--- src/rtl/mem_access_ctrl.sv ---
// Memory-stage access controller: turns a pipelined LW/SW into a held request to a
// multi-cycle data memory and freezes the pipeline until the memory acks or times out.
module mem_access_ctrl #(
  parameter int unsigned TIMEOUT = 16,
  parameter logic [5:0]  OP_LW   = 6'b100011,
  parameter logic [5:0]  OP_SW   = 6'b101011
) (
  input  logic        clk,
  input  logic        rst_n,
  input  logic        M_valid,
  input  logic [5:0]  M_op,
  input  logic [31:0] M_valE,
  input  logic [31:0] M_valA,
  output logic [31:0] m_valM,
  output logic        m_stall,
  output logic        m_done,
  output logic        m_err,
  output logic        mem_req,
  output logic        mem_we,
  output logic [31:0] mem_addr,
  output logic [31:0] mem_wdata,
  input  logic        mem_ack,
  input  logic [31:0] mem_rdata
);

  localparam int unsigned CNT_W = (TIMEOUT > 1) ? $clog2(TIMEOUT + 1) : 1;
  localparam logic [CNT_W-1:0] CNT_LAST = CNT_W'((TIMEOUT > 0) ? TIMEOUT - 1 : 0);

  typedef enum logic [1:0] {
    S_IDLE = 2'd0,
    S_REQ  = 2'd1,
    S_DONE = 2'd2
  } state_t;

  state_t            r_state;
  state_t            w_nextState;
  logic [CNT_W-1:0]  r_cnt;
  logic              r_memReq;
  logic              r_we;
  logic [31:0]       r_addr;
  logic [31:0]       r_wdata;
  logic [31:0]       r_valM;
  logic              r_err;

  logic              w_memop;
  logic              w_start;
  logic              w_ackHit;
  logic              w_timeout;

  assign w_memop   = M_valid && ((M_op == OP_LW) || (M_op == OP_SW));
  assign w_start   = (r_state == S_IDLE) && w_memop;
  assign w_ackHit  = (r_state == S_REQ) && mem_ack;
  // Ack has priority over an expiring counter on the same edge.
  assign w_timeout = (r_state == S_REQ) && !mem_ack && (r_cnt == CNT_LAST);

  always_ff @(posedge clk or negedge rst_n) begin
    if (!rst_n) begin
      r_state <= S_IDLE;
    end else begin
      r_state <= w_nextState;
    end
  end

  always_comb begin
    w_nextState = r_state;
    unique case (r_state)
      S_IDLE: begin
        if (w_memop) begin
          w_nextState = S_REQ;
        end
      end
      S_REQ: begin
        if (w_ackHit || w_timeout) begin
          w_nextState = S_DONE;
        end
      end
      S_DONE: begin
        w_nextState = S_IDLE;
      end
      default: begin
        w_nextState = S_IDLE;
      end
    endcase
  end

  always_comb begin
    m_stall = 1'b0;
    m_done  = 1'b0;
    unique case (r_state)
      S_IDLE:  m_stall = w_memop;
      S_REQ:   m_stall = 1'b1;
      S_DONE:  m_done  = 1'b1;
      default: begin
        m_stall = 1'b0;
        m_done  = 1'b0;
      end
    endcase
  end

  // Request fields are loaded only when an access is accepted, so they stay put while waiting.
  always_ff @(posedge clk or negedge rst_n) begin
    if (!rst_n) begin
      r_memReq <= 1'b0;
      r_we     <= 1'b0;
      r_addr   <= 32'h0;
      r_wdata  <= 32'h0;
      r_cnt    <= '0;
    end else if (w_start) begin
      r_memReq <= 1'b1;
      r_we     <= (M_op == OP_SW);
      r_addr   <= M_valE;
      r_wdata  <= M_valA;
      r_cnt    <= '0;
    end else if (w_ackHit || w_timeout) begin
      r_memReq <= 1'b0;
    end else if ((r_state == S_REQ) && (r_cnt != CNT_LAST)) begin
      r_cnt    <= r_cnt + CNT_W'(1);
    end
  end

  always_ff @(posedge clk or negedge rst_n) begin
    if (!rst_n) begin
      r_valM <= 32'h0;
      r_err  <= 1'b0;
    end else begin
      if (w_ackHit && !r_we) begin
        r_valM <= mem_rdata;
      end
      if (w_timeout) begin
        r_err <= 1'b1;
      end
    end
  end

  assign m_valM    = r_valM;
  assign m_err     = r_err;
  assign mem_req   = r_memReq;
  assign mem_we    = r_we;
  assign mem_addr  = r_addr;
  assign mem_wdata = r_wdata;

  aWaitHolds: assert property (@(posedge clk) disable iff (!rst_n)
    ((r_state == S_REQ) && !mem_ack && (r_cnt != CNT_LAST)) |=>
      ((r_state == S_REQ) && r_memReq && $stable(r_addr) && $stable(r_wdata) && $stable(r_we)));

  aDoneToIdle: assert property (@(posedge clk) disable iff (!rst_n)
    (r_state == S_DONE) |=> (r_state == S_IDLE));

  aErrSticky: assert property (@(posedge clk) disable iff (!rst_n)
    r_err |=> r_err);

endmodule

--- config.mk ---
export PLATFORM = sky130hd
export DESIGN_NAME = mem_access_ctrl
export DESIGN_NICKNAME = d
export VERILOG_FILES = /design/src/rtl/mem_access_ctrl.sv
export SDC_FILE = /design/constraint.sdc
export NUM_CORES = 1
export LEC_CHECK = 0
export ABC_AREA = 1
export CORE_ASPECT_RATIO = 0.7
export CORE_MARGIN = 3
export CORE_UTILIZATION = 41
export DETAILED_ROUTE_END_ITERATION = 12
export PLACE_DENSITY = 0.8
export SLEW_MARGIN = 20
export SYNTH_ARGS = -nofsm -noshare
export SYNTH_HDL_FRONTEND = slang
export SYNTH_SLANG_ARGS = --single-unit
--- constraint.sdc ---
create_clock -name clk -period 1.75 [get_ports clk]
set_input_delay 0.175 -clock clk [delete_from_list [all_inputs] [get_ports clk]]
set_output_delay 0.175 -clock clk [all_outputs]
set_load 0.05 [all_outputs]
==> flow_results.org, run 1 <==
** Logic synthesis
- In the synthesized netlist, the number of instances is 485.
- Sequential share of the synthesized area :: 59.72%
- Counting distinct cell types in the post-synthesis netlist gives 21.
- Total standard cell area after synthesis :: 4442 sq um
- Net count after synthesis :: slightly below 600
- Mean post-synth cell area :: 9.158 sq um
- Total of flip-flops plus latches after synthesis :: 106
- Ys Warns :: 0

** Finish
- Summing all multi-input logic gate instances after layout gives around 1400 sq um.
- Once layout is complete, the cells apart from fillers number slightly above 800.
- Layout overhead on the synthesized area :: 57.18%
- Of the cells placed in the final design, the portion with a size suffix greater than 1 is 8.815%.
- In the final layout, flip-flops and latches occupy between 2000 and 3000 sq um.
- Final layout net count :: between 700 and 800
- Leaving out fill and tap cells, the most frequent cells in the layout are 182 x clkdlybuf4s50_1, 178 x nand2_1, 106 x dfrtp_1.
- Fillcell total :: 795
- # diodes :: 0
- Leaving out fill and tap cells, the most frequent cell in the layout is clkdlybuf4s50_1.

** Floorplan
- Die extent in y :: 93.09 um
- IO Pins :: 207
- The die is roughly 130 um wide.
- The floorplan has 31 rows.
- Floorplan core area :: around 10000 sq um
- For this configuration, the core starts out at a cell density of between 40% and 50%.
- The die covers 12140 sq um.

** Worst hold path
- Type of the tightest min-delay check :: input port to async pin

** Clock tree
- CTS tree :: built
- In this run the deepest clock path goes through 2 buffers.
- Num CTS Buffers :: 9
- Clock tree synthesis selected as its root buffer the cell clkbuf_16.
- CTS built an H-tree with a depth of 3.
- Clock transition time at the flip-flop clock pins of the worst setup and hold paths :: 0.07 ns
- The tree built by TritonCTS fans out to 106 sinks.
- For the worst-skew pair, the clock arrives at the later sink with an insertion delay of 0.34 ns.

** Timing
- In the finished design, the share of the clock period the worst path needs comes to 97.85%.
- Once routing completed, OpenROAD measured the worst setup slack at 0.03768 ns.
- For the final database, setup skew stands at between 0.006 and 0.007 ns.
- Minimum clock period :: 1.712 ns
- Setup violation total in the final timing report :: 0
- The count of endpoints failing hold in the final timing report is 0.
- Worst hold slack across all endpoints :: 0.2065 ns
- Number of slew-limit violations in the final report :: 0
- Setup repair after global routing missed its margin :: no
- Worst slew pin tran :: 0.5373 ns
- In this run the tightest slew margin relative to its limit is 64.12%.
- Maximum achievable frequency :: 584.0 MHz
- Total Negative Setup Slacks :: 0 ns

** Critical path
- Crit Path Category :: register to output pin
- Along the worst path, the maximum fanout reaches 2.
- For flop-to-flop paths, the worst setup slack is around 0.11 ns.
- Critical path endpoint category :: output pin
- Data arrival, critical path :: 1.54 ns
- Largest incremental delay on the critical path :: 0.82 ns
- CP Launch Type :: register
- STA puts the critical path data required time at ~1.6 ns.
- Total buffers and inverters traversed by the critical path :: 1
- Crit-path leading delay family :: buffers and inverters
- Standard cell with the maximum stage delay on the critical path :: clkdlybuf4s50_1
- Ordered cell list for the critical path :: clkdlybuf4s50_1

** Global route
- For met1 alone, demand over resource in global routing was between 20% and 30%.
- The global routing stage identified its most utilized layer as met2.
- Number of global-route vias before repair :: between 3000 and 4000
- Global-route wire length before repair :: 19300 um
- Met3 GRT Util :: 5.879%
- Global routing consumed, over all layers together, about 20% of the routing resources.
- The number of antenna violations at the first check in global routing is 0.
- Entering global routing, the biggest net connects 65 pins.
- M2 GR Usage :: 34.04%
- Leftover overflow at the end of global routing :: 0

** Routing
- DRT Pass-1 Iters :: 5
- Avg WL per Cell :: 14.74 um
- Total via count in the routed design :: 3992
- Antenna Nets Post-Route :: 0
- DRC marker count from the first detailed-route iteration :: about 180
- In the routed design, unresolved DRC markers number 0.
- The routed design has 12150 um of wire.
- Drt via density :: 4.845

** Flow run
- Max-cap violations :: 0

** Power and ir drop
- The design draws 0.008660 W.
- Of the total power, registers draw 36.8%.
- The worst-case IR drop observed on VDD is between 0.7 and 0.8 mV.
- In this run the power spent charging and discharging nets is around 0.0034 W.
- Combinational logic burns about 40% of the power.
- Switching share of total power :: 39.81%
- Pwr/cell area :: 1240 nW/um^2
- Part of the total power dissipated in the clock network :: about a quarter
- Lkg Pwr :: around 3.6 nW
- Int Pwr :: between 0.005 and 0.006 W

** Placement
- Pre-CTS WS :: about 0.014 ns
- During placement, the flow inserted port buffers numbering 206.
- Final weighted congestion in routability-driven placement :: around 0.86
- Including well taps, the total number of placed cells is 806.
- Post-detail-place hpwl :: 8792 um

** Status
- Result of the run :: finished, final reports clean
[power by group through the flow]
stage / logic [W] / clock network [W] / registers [W]
finish: 0.00343 / 0.00204 / 0.00319
global route: 0.00362 / 0.00220 / 0.00325
CTS: 0.00346 / 0.00211 / 0.00319
detailed placement: 0.00345 / 0 / 0.00322
global placement: 0.00339 / 0 / 0.00321
floorplan: 0.000474 / 0 / 0.00480
[cells by family (layout without fill, tap and decap cells)]
family / after synthesis / in the layout / share of synthesized area (%)
AOI/OAI and AO/OA: 33 / 33 / 4.817
adders and majority gates: 2 / 2 / 0.5633
buffers and inverters: 73 / 280 / 8.648
DFF: 106 / 106 / 59.72
and+or+nand+nor: 271 / 271 / 26.25
[layer usage]
metal,up-vias,wire length [um]
li1,1922,-
met1,1884,5005
met2,163,5921
met3,23,969
met4,0,248
met5,-,0
[timing repair]
item | CTS | global route
endpoints found under the hold margin | 70 | 0
setup endpoints to repair | 0 | 20
gates resized for setup | 0 | 19
hold buffers | 1 | 0
buffers inserted | 0 | 1
[sequential cells by signal, indices dropped and copies added (netlist names)]
register,flops
m_err,1
r_state,2
mem_wdata,32
mem_req,1
m_valM,32
mem_we,1
mem_addr,32
r_cnt,5
[Yosys cell counts, drive strengths merged]
library cell | instances | share of area [%]
nand3b | 1 | 0.45
buf | 24 | 4.5
o21ai | 33 | 4.8
and3 | 1 | 0.14
clkbuf | 3 | 0.25
nand3 | 70 | 8.0
dfrtp | 106 | 60
nand2 | 179 | 15
nand4 | 5 | 0.70
nor2 | 11 | 1.1
or2 | 2 | 0.28
nor3 | 2 | 0.45
inv | 46 | 3.9
ha | 2 | 0.56
[layout make-up]
cell class	count	area share, %
clock buffer	9	3.226
timing repair buffer	218	32.33
tap	132	2.366
inverter	46	2.473
multi-input combinational	306	20.52
clock inverter	7	1.093
sequential	106	37.99
[stage by stage]
step | instance area, sq um | util [%]
floorplan | 4442 | -
global placement | 6613 | 63.38
detailed placement | 6613 | 63.38
CTS | 6924 | 66.36
global route | 6982 | 66.91
finish | 6982 | 66.91
[worst paths after layout]
kind | startpoint | end | depth (start not counted)
setup / recovery | mem_addr[28] | mem_addr[28] | 1
hold / removal | rst_n | m_valM[18] | 2
setup reg to reg | r_cnt[0] | r_cnt[4] | 7
hold reg to reg | mem_addr[6] | mem_addr[6] | 2
max in group asynchronous | rst_n | m_valM[11] | 3
min in group clk | mem_rdata[27] | m_valM[27] | 3
(Power assumes the default switching activity.)
==> run 2: changes to the inputs <==
--- a/config.mk
+++ b/config.mk
@@ -9,6 +9,7 @@
 export CORE_ASPECT_RATIO = 0.7
 export CORE_MARGIN = 3
 export CORE_UTILIZATION = 41
+export CTS_CLUSTER_SIZE = 14
 export DETAILED_ROUTE_END_ITERATION = 12
 export PLACE_DENSITY = 0.8
 export SLEW_MARGIN = 20
==> results of run 2 <==
No change in the layout: final DEF, timing and power equal those of run 1.
==> run 3: changes to the inputs <==
--- a/config.mk
+++ b/config.mk
@@ -6,11 +6,13 @@
 export NUM_CORES = 1
 export LEC_CHECK = 0
 export ABC_AREA = 1
+export CAP_MARGIN = 25
 export CORE_ASPECT_RATIO = 0.7
 export CORE_MARGIN = 3
 export CORE_UTILIZATION = 41
 export CTS_CLUSTER_SIZE = 14
 export DETAILED_ROUTE_END_ITERATION = 12
+export MAX_ROUTING_LAYER = met4
 export PLACE_DENSITY = 0.8
 export SLEW_MARGIN = 20
 export SYNTH_ARGS = -nofsm -noshare
==> flow_results.org, run 3 (same netlist as run 1, synthesis figures left out) <==
** Critical path
- Standard cell with the maximum stage delay on the critical path :: clkdlybuf4s50_1
- STA classifies the critical path endpoint as an output pin.
- Crit Path Category :: register to output pin
- Total buffers and inverters traversed by the critical path :: 1 (unchanged)
- Crit-path leading delay family :: buffers and inverters
- The endpoint arrival time on the critical path is 1.53 ns (about the same).
- The stage delay of the slowest cell on the critical path came to 0.82 ns (about the same).
- CP Launch Type :: register
- Data required, critical path :: 1.57 ns (about the same)
- The critical path goes through clkdlybuf4s50_1.
- CP Max Fanout :: 2 (unchanged)

** Floorplan
- The die footprint was 12140 sq um (unchanged).
- IO Pins :: 207 (unchanged)
- Die extent in y :: 93.09 um (unchanged)
- Starting density of the core :: 42.57% (unchanged)
- The core area is 10430 sq um (unchanged).
- Die Span X :: 130.4 um (unchanged)
- The number of standard-cell rows in the floorplan is 31 (unchanged).

** Routing
- Antenna Nets Post-Route :: 0 (unchanged)
- DRC marker count from the first detailed-route iteration :: 210 (+19%)
- Total detailed-routing wirelength :: 12180 um (+0.32%)
- Drt via density :: 4.817 (-0.58%)
- The routed via count came to 3969 (-0.58%).
- The detailed-router iteration count before antenna repair was 4 (-1).
- Avg WL per Cell :: 14.79 um (+0.32%)
- The DRC violation count after routing came to 0 (unchanged).

** Power and ir drop
- Pwr/cell area :: 1241 nW/um^2 (about the same)
- Highest ir drop seen on vdd :: 0.7453 mV (+0.12%)
- Overall power of the completed layout :: 0.008663 W (about the same)
- Lkg Pwr :: 3.649 nW (about the same)

** Clock tree
- Number of clock sinks seen by CTS :: 106 (unchanged)
- Root buffer cell :: clkbuf_16
- Total number of H-tree levels :: 3 (unchanged)
- The clock slew seen by the registers of the worst setup and hold paths was 0.07 ns (about the same).
- Num CTS Buffers :: 9 (unchanged)
- The clock insertion delay at the later pin of the skew report is 0.34 ns (about the same).
- CTS tree :: built
- Deepest clock path buffer count :: 2 (unchanged)

** Timing
- Worst slew pin tran :: 0.5375 ns (+0.0002123 ns)
- Worst setup margin :: 0.04200 ns (+0.004319 ns)
- Setup repair after global routing left no endpoint under its margin.
- Final setup skew :: 0.006410 ns (+0.0001606 ns)
- Setup violation total in the final timing report :: 0 (unchanged)
- Number of hold-slack violations in the final timing report :: 0 (unchanged)
- The relative max-transition margin is 64.11% (about the same).
- The count of pins over their slew limit is 0 (unchanged).
- Worst hold slack across all endpoints :: 0.2051 ns (-0.001394 ns)
- Post-route clock period utilization :: 97.60% (-0.25 points)
- Maximum achievable frequency :: 585.5 MHz (+0.25%)
- Total Negative Setup Slacks :: 0 ns (unchanged)
- The shortest period the worst path allows is 1.708 ns (-0.004319 ns).

** Global route
- Global-route wire length before repair :: 19240 um (-0.28%)
- Total GRT Usage :: 20.58% (+0.54 points)
- The number of antenna violations at the first check in global routing is 0 (unchanged).
- Number of global-route vias before repair :: 3967 (+0.15%)
- Pin count of the biggest net entering global routing :: 65 (unchanged)
- Leftover overflow at the end of global routing :: 0 (unchanged)

** Finish
- Fraction of final layout cells with drive strength greater than 1 :: 8.671% (-0.14 points)
- The number of fill cells came to 794 (-0.13%).
- Layout overhead on the synthesized area :: 57.13% (about the same)
- The total inserted antenna cells came to 0 (unchanged).
- The library cells used most frequently in the layout, excluding fill and tap cells, are 182 x clkdlybuf4s50_1, 178 x nand2_1, 106 x dfrtp_1.
- Leaving out fill and tap cells, the most frequent cell in the layout is clkdlybuf4s50_1.
- The number of nets at the end of the flow is 795 (unchanged).
- The core utilization of the finished layout came to 66.89% (about the same).

** Worst hold path
- The path class of the tightest hold or removal check is input port to async pin.

** Placement
- Final weighted congestion in routability-driven placement :: 0.8690 (+1.6%)
- The post-DP HPWL was 8792 um (unchanged).
- Pre-CTS WS :: 0.01392 ns (unchanged)
- The number of buffers added on ports is 206 (unchanged).

** Status
- Result of the run :: finished, final reports clean

** Flow run
- The max-cap check violation count was 0 (unchanged).
[run 3: cell types whose count changed in the layout (fill, tap and decap cells not counted)]
cell  before  now
ha_1       0    1
ha_2       2    1
[run 3: through the flow]
| stage | instances | cell area, sq um |
|---|---|---|
| 6_report | 824 | 6979 |
| 5_1_grt | 824 | 6979 |
| 4_1_cts | 823 | 6924 |
| 3_5_place_dp | 806 | 6613 |
| 3_3_place_gp | 806 | 6613 |
| 2_1_floorplan | 485 | 4442 |
[run 3: layer usage]
layer | share of wire (%) | track usage (%)
met3 | 7.7 | 4.680
met5 | 0 | -
met2 | 48 | 33.83
met4 | 1.8 | 6.079
met1 | 42 | 25.69
[run 3: where the power goes]
group / switching (W) / internal [W] / total [W]
Combinational: 0.00225 / 0.00118 / 0.00343
Clock: 0.000923 / 0.00112 / 0.00205
Sequential: 0.000277 / 0.00291 / 0.00319
Total: 0.00345 / 0.00521 / 0.00866
[run 3: what timing repair did]
action                                  4_1_cts  5_1_grt
setup buffers                                 0        1
hold endpoints to repair                     70        0
hold buffers                                  1        0
gates resized for setup                       0       18
endpoints found under the setup margin        0       20
[run 3: final timing paths]
path | startpoint | to | slack, ns | cells after the start
setup / recovery | mem_addr[26] | mem_addr[26] | 0.04 | 1
hold / removal | rst_n | m_valM[18] | 0.21 | 2
setup reg to reg | r_cnt[0] | r_cnt[4] | 0.08 | 7
hold reg to reg | m_err | m_err | 0.47 | 2
max in group asynchronous | rst_n | m_valM[11] | 0.86 | 3
min in group clk | mem_rdata[27] | m_valM[27] | 0.38 | 3
[run 3: layout make-up]
cell class                      count  area, sq um  share of cell area (%)
Sequential cell                   106         2653                   38.01
Tap cell                          132        165.2                   2.366
Clock inverter                      7        76.32                   1.094
Timing Repair Buffer              218         2257                   32.34
Inverter                           46        172.7                   2.474
Multi-Input combinational cell    306         1430                   20.49
Clock buffer                        9        225.2                   3.227
